--- src/rtl/aux_panel_controller.sv ---
// Next-piece queue, hold slot and preview-box pixel renderer for the game.
// Spawn/hold requests are served through a two-state IDLE/ISSUE handshake.
module aux_panel_controller #(
    parameter int         SWAP_X0   = 140,
    parameter int         NEXT_X0   = 540,
    parameter int         BOX_Y0    = 100,
    parameter int         CELL      = 20,
    parameter logic [6:0] LFSR_SEED = 7'h01
) (
    input  logic       Clk,
    input  logic       Reset_n,
    input  logic [9:0] DrawX,
    input  logic [9:0] DrawY,
    input  logic       is_swap_grid,
    input  logic       is_next_grid,
    input  logic       spawn_req,
    input  logic       swap_req,
    input  logic       piece_locked,
    output logic       spawn_valid,
    output logic [2:0] spawn_piece,
    output logic       swap_done,
    output logic [2:0] next_piece,
    output logic [2:0] hold_piece,
    output logic       busy,
    output logic [3:0] aux_color
);

    typedef enum logic {IDLE, ISSUE} state_t;

    localparam logic [2:0] NONE    = 3'd7;
    localparam logic [9:0] SWAP_LO = 10'(SWAP_X0);
    localparam logic [9:0] SWAP_HI = 10'(SWAP_X0 + 4 * CELL);
    localparam logic [9:0] NEXT_LO = 10'(NEXT_X0);
    localparam logic [9:0] NEXT_HI = 10'(NEXT_X0 + 4 * CELL);
    localparam logic [9:0] ROW_LO  = 10'(BOX_Y0);
    localparam logic [9:0] ROW_HI  = 10'(BOX_Y0 + 3 * CELL);
    localparam logic [9:0] CELL_W  = 10'(CELL);

    state_t     state;
    logic [6:0] lfsr;
    logic [2:0] active;
    logic       swap_lock;
    logic [2:0] refill;

    // Occupancy of a preview row; row 1 holds mask A, row 2 mask B, bit 3 = column 0.
    function automatic logic [3:0] row_mask(input logic [2:0] piece, input logic [1:0] row);
        logic [3:0] mask_a;
        logic [3:0] mask_b;
        case (piece)
            3'd0:    begin mask_a = 4'b0000; mask_b = 4'b1111; end
            3'd1:    begin mask_a = 4'b0110; mask_b = 4'b0110; end
            3'd2:    begin mask_a = 4'b0100; mask_b = 4'b1110; end
            3'd3:    begin mask_a = 4'b0110; mask_b = 4'b1100; end
            3'd4:    begin mask_a = 4'b1100; mask_b = 4'b0110; end
            3'd5:    begin mask_a = 4'b1000; mask_b = 4'b1110; end
            3'd6:    begin mask_a = 4'b0010; mask_b = 4'b1110; end
            default: begin mask_a = 4'b0000; mask_b = 4'b0000; end
        endcase
        case (row)
            2'd1:    return mask_a;
            2'd2:    return mask_b;
            default: return 4'b0000;
        endcase
    endfunction

    assign refill = 3'(lfsr % 7'd7);

    always_ff @(posedge Clk or negedge Reset_n) begin
        if (!Reset_n) begin
            state       <= IDLE;
            lfsr        <= LFSR_SEED;
            next_piece  <= 3'd0;
            hold_piece  <= NONE;
            active      <= NONE;
            swap_lock   <= 1'b0;
            spawn_valid <= 1'b0;
            swap_done   <= 1'b0;
            spawn_piece <= 3'd0;
            busy        <= 1'b0;
        end else begin
            lfsr <= {lfsr[5:0], lfsr[6] ^ lfsr[5]};
            case (state)
                IDLE: begin
                    spawn_valid <= 1'b0;
                    swap_done   <= 1'b0;
                    busy        <= 1'b0;
                    if (piece_locked) begin
                        swap_lock <= 1'b0;
                        active    <= NONE;
                    end else if (spawn_req) begin
                        spawn_piece <= next_piece;
                        active      <= next_piece;
                        next_piece  <= refill;
                        spawn_valid <= 1'b1;
                        busy        <= 1'b1;
                        state       <= ISSUE;
                    end else if (swap_req && !swap_lock && active != NONE) begin
                        hold_piece  <= active;
                        swap_lock   <= 1'b1;
                        swap_done   <= 1'b1;
                        spawn_valid <= 1'b1;
                        busy        <= 1'b1;
                        state       <= ISSUE;
                        // An empty hold slot pulls the replacement from the next queue.
                        if (hold_piece == NONE) begin
                            spawn_piece <= next_piece;
                            active      <= next_piece;
                            next_piece  <= refill;
                        end else begin
                            spawn_piece <= hold_piece;
                            active      <= hold_piece;
                        end
                    end
                end
                ISSUE: begin
                    spawn_valid <= 1'b0;
                    swap_done   <= 1'b0;
                    busy        <= 1'b0;
                    state       <= IDLE;
                end
                default: state <= IDLE;
            endcase
        end
    end

    logic       in_rows;
    logic       in_box;
    logic [2:0] box_piece;
    logic [1:0] box_col;
    logic [1:0] box_row;
    logic [3:0] mask;
    logic [3:0] color_p0;

    always_comb begin
        in_rows   = (DrawY >= ROW_LO) && (DrawY < ROW_HI);
        in_box    = 1'b0;
        box_piece = NONE;
        box_col   = 2'd0;
        box_row   = 2'(( DrawY - ROW_LO) / CELL_W);
        if (in_rows && DrawX >= SWAP_LO && DrawX < SWAP_HI) begin
            in_box    = 1'b1;
            box_piece = hold_piece;
            box_col   = 2'((DrawX - SWAP_LO) / CELL_W);
        end else if (in_rows && DrawX >= NEXT_LO && DrawX < NEXT_HI) begin
            in_box    = 1'b1;
            box_piece = next_piece;
            box_col   = 2'((DrawX - NEXT_LO) / CELL_W);
        end
        mask     = row_mask(box_piece, box_row);
        color_p0 = 4'd0;
        if (is_swap_grid || is_next_grid)
            color_p0 = 4'd8;
        else if (in_box && box_piece != NONE && mask[2'd3 - box_col])
            color_p0 = {1'b0, box_piece} + 4'd1;
    end

    // Pixel stage p0 -> registered colour index
    always_ff @(posedge Clk or negedge Reset_n) begin
        if (!Reset_n)
            aux_color <= 4'd0;
        else
            aux_color <= color_p0;
    end

endmodule

--- config.mk ---
export PLATFORM = sky130hd
export DESIGN_NAME = aux_panel_controller
export DESIGN_NICKNAME = d
export VERILOG_FILES = /design/src/rtl/aux_panel_controller.sv
export SDC_FILE = /design/constraint.sdc
export NUM_CORES = 1
export LEC_CHECK = 0
export CAP_MARGIN = 10
export CORE_MARGIN = 2
export CORE_UTILIZATION = 35
export CTS_CLUSTER_SIZE = 16
export DETAILED_ROUTE_END_ITERATION = 6
export MAX_ROUTING_LAYER = met4
export PLACE_DENSITY = 0.62
export SLEW_MARGIN = 5
export SYNTH_ARGS = -nofsm -noshare
export SYNTH_HDL_FRONTEND = slang
export SYNTH_SLANG_ARGS = --single-unit
--- constraint.sdc ---
create_clock -name Clk -period 5.4 [get_ports Clk]
set_input_delay 0.54 -clock Clk [delete_from_list [all_inputs] [get_ports Clk]]
set_output_delay 0.54 -clock Clk [all_outputs]
set_load 0.1 [all_outputs]
==> results.py <==
metrics = {
    "sta": {
        "slew_headroom_pct": 35.0,
        "timing.final.max_slew_violations": 0,
        "fin_crit_sh_pct": 93.6,
        "setup_viol_count_final": 0,
        "worst_slew_pin_slew_ns": 0.972,
        "totalNegativeSetupSlack_ns": 0,
        "grt_setup_unrepaired": "false",
        "max_freq_mhz": 198,
        "period_needed_ns": 5.05,
        "skew_ns": 0.00706,
        "hold_viol_final": 0,
    },
    "worst_setup_path": {
        "crit_arrival_ns": 5.20,
        "critical_path_cell_sequence": "clkdlybuf4s50_1 -> inv_1 -> ha_1 -> nor2b_1 -> or3_1 -> a31oi_1 -> o221ai_2 -> or4_1 -> o211a_2 -> o21a_1 -> o21ai_2 -> mux2i_1 -> o21ai_1 -> a311o_1 -> ha_1 -> a22oi_1 -> nor2_1 -> a21oi_1 -> mux2i_1 -> mux2i_2 -> o21ai_1",
        "critPathBufInv": 2,
        "worstReg2RegStart": "lfsr[5]",
        "timing.critical_path.slowest_stage_cell": "clkdlybuf4s50_1",
        "critPathMaxStageDelay_ns": 0.53,
        "worstSetupStartpoint": "DrawY[3]",
        "critical_path.max_fanout": 6,
        "timing.critical_path.from_type": "input pin",
        "worstPathRequired_ns": 5.55,
        "timing.critical_path.to_type": "flip-flop",
        "worstSetupPathType": "in -> reg",
        "worst_path_dominant_cell_family": "compound AO/OA/AOI/OAI gates",
    },
    "yosys": {
        "synth.avg_cell_area_sq_um": 7.69,
        "ys_seq_elements": 26,
        "synth_cells": 512,
        "sequential_fraction_of_the_synthesis_area_pct": 16.7,
        "yosys.cell_types.count": 96,
        "synth_enable_flop_cells": 0,
        "post_synth_instance_area_sq_um": 3940,
        "yosys_warnings": 0,
        "synth_nets": 556,
        "synth_ff_type": "dfrtp_1",
        "synth-async-reset-ratio_pct": 100,
    },
    "clocking": {
        "clock_insertion_delay_worst_skew_ns": 0.27,
        "clkTransAtPathRegs_ns": 0.09,
        "cts_sinks": 26,
        "tritoncts": "done",
        "htreeDepth": 1,
        "cts.hold.buffers_added": 0,
        "root_buffer": "clkbuf_8",
        "cts_made_buffers": 3,
        "maximum_number_of_buffers_from_clock_root_to_sink": 2,
    },
    "grt": {
        "grt_first_pass_wirelength_microns": 16600,
        "number_of_antenna_violations_at_the_first_check_in_global_routing": 0,
        "grt_overflow_total": 0,
        "grt_use_total_pct": 16.7,
        "grt_pass1_vias": 3733,
        "pin_count_of_the_biggest_net_entering_global_routing": 27,
    },
    "placed_design": {
        "detailed_place_hpwl_microns": 7650,
        "count_of_input_and_output_buffers": 40,
        "gp_congestion": 0.884,
        "dpl_cell_area_sq_um": 4450,
    },
    "floorplanning": {
        "core-area_sq_um": 10900,
        "die_width_microns": 110,
        "num_io_pins": 43,
        "die-height_microns": 110,
        "initial_utilization_pct": 36.2,
        "design.die.area_sq_um": 12100,
        "std_cell_rows": 38,
    },
    "finish": {
        "layout_common_cells": "nand2_1, clkdlybuf4s50_1, a21oi_1, nor2_1, inv_1",
        "layout_commonest_cell": "nand2_1",
        "final_layout_size_suffix_gt1_share_pct": 12.8,
        "layout-area-overhead-vs-synth_pct": 15.1,
        "fraction_of_the_core_area_covered_by_cells_at_the_end_of_the_flow_pct": 41.6,
        "stdcell_area_sq_um": 4530,
        "finalNetCount": 585,
        "antenna_fix_cells": 0,
    },
    "hold_path": {
        "hold_class": "reg -> reg",
        "holdCritStartpoint": "lfsr[0]",
    },
    "route": {
        "drt_pre_antenna_iters": 4,
        "wire_per_inst_microns": 14.7,
        "drt_iter0_markers": 278,
        "number_of_nets_with_antenna_violations_after_detailed_routing": 0,
        "vias": 3995,
        "wl_microns": 9960,
        "drc_errors": 0,
        "route.detailed.vias_per_inst": 5.88,
    },
    "status": {
        "result_of_the_run": "finished clean",
    },
    "power_and_ir_drop": {
        "power_per_cell_area_nw_per_um2": 243,
        "max-vdd-ir-drop_uv": 412,
        "power.leakage_nw": 1.76,
    },
    "flow_run": {
        "cap_viol_max_count": 0,
    },
}
[area by class of cell]
class	count	area, sq um
clock inverters	1	30.0
repair buffers	53	498
flip-flops and latches	26	659
multi-input cells	429	3020
inverters	28	105
well taps	140	175
fillers	1105	6360
clock buffers	3	41.3
[logic make-up (layout without fill, tap and decap cells)]
| logic type | Yosys count | in the layout | synth area share (%) |
|---|---|---|---|
| xor+xnor | 22 | 22 | 4.89 |
| flops | 26 | 26 | 16.7 |
| compound gates | 178 | 178 | 35.4 |
| simple gates | 194 | 194 | 26.0 |
| fa+ha+maj | 20 | 20 | 6.23 |
| buf+inv | 57 | 85 | 6.67 |
| mux | 15 | 15 | 4.00 |
[worst paths after layout]
check / cells past startpoint / endpoint / slack, ns
max in group asynchronous: 2 / active[0] / 4.48
worst max register to register: 17 / next_piece[1] / 1.49
worst max-delay path: 21 / aux_color[3] / 0.35
worst min-delay path: 0 / lfsr[1] / 0.47
min in group asynchronous: 2 / lfsr[2] / 0.63
worst min register to register: 0 / lfsr[1] / 0.47
[worst reg2reg max path, delay by kind of cell, from the launching register on]
family | cells | cell delay [ns]
and+or+nand+nor | 3 | 0.84
DFF | 1 | 0.45
buffers and inverters | 2 | 0.14
adders and majority gates | 3 | 0.59
AOI/OAI and AO/OA | 9 | 1.83
[report_power, final]
part | internal (mW) | switching [mW] | total [mW]
clock network | 0.0992 | 0.0592 | 0.158
registers | 0.241 | 0.0437 | 0.285
logic | 0.214 | 0.446 | 0.660
[cell usage after synthesis, types with 7 or more instances]
master / number / area, sq um
xnor2_1: 19 / 166
mux2i_1: 11 / 110
nand2b_1: 13 / 81.3
a31oi_1: 7 / 43.8
a21oi_1: 37 / 185
inv_1: 23 / 86.3
a211oi_1: 10 / 75.1
nor3_1: 22 / 110
o22ai_1: 7 / 43.8
nand2_1: 49 / 184
ha_1: 17 / 213
buf_2: 9 / 45.0
clkbuf_1: 12 / 45.0
o21ai_0: 18 / 90.1
dfstp_2: 7 / 184
dfrtp_1: 19 / 475
nor2_1: 36 / 135
nand3_1: 19 / 95.1
o21ai_1: 9 / 45.0
[repair_timing]
| item | in CTS | in global routing |
|---|---|---|
| setup endpoints to repair | 0 | 4 |
| gates resized for setup | 0 | 2 |
| hold endpoints to repair | 0 | 0 |
| buffers inserted | 0 | 0 |
[per-layer routing]
layer  share of wire, %  GRT usage, %  vias to the layer above
met2                 47          27.3                       86
met5                  0             -                        -
met1                 49          22.8                     1893
met3                3.6         0.470                       11
li1                   -             -                     2005
met4                1.2          4.34                        0
[flip-flops by register name, summed over array words and instances (netlist names)]
| signal | cells |
|---|---|
| swap_done | 1 |
| active | 3 |
| lfsr | 7 |
| hold_piece | 3 |
| next_piece | 3 |
| aux_color | 4 |
| state | 1 |
| swap_lock | 1 |
| spawn_piece | 3 |
[through the flow]
stage	power, mW	worst slack [ns]	std cells	hold slack (ns)
4_1_cts	1.11	0.283	680	0.466
6_report	1.10	0.346	680	0.468
5_1_grt	1.17	0.00517	680	0.475
2_1_floorplan	0.789	0.980	512	0.244
3_3_place_gp	0.933	0.129	676	0.444
3_5_place_dp	0.945	0.00992	676	0.451
(Power assumes the default switching activity.)
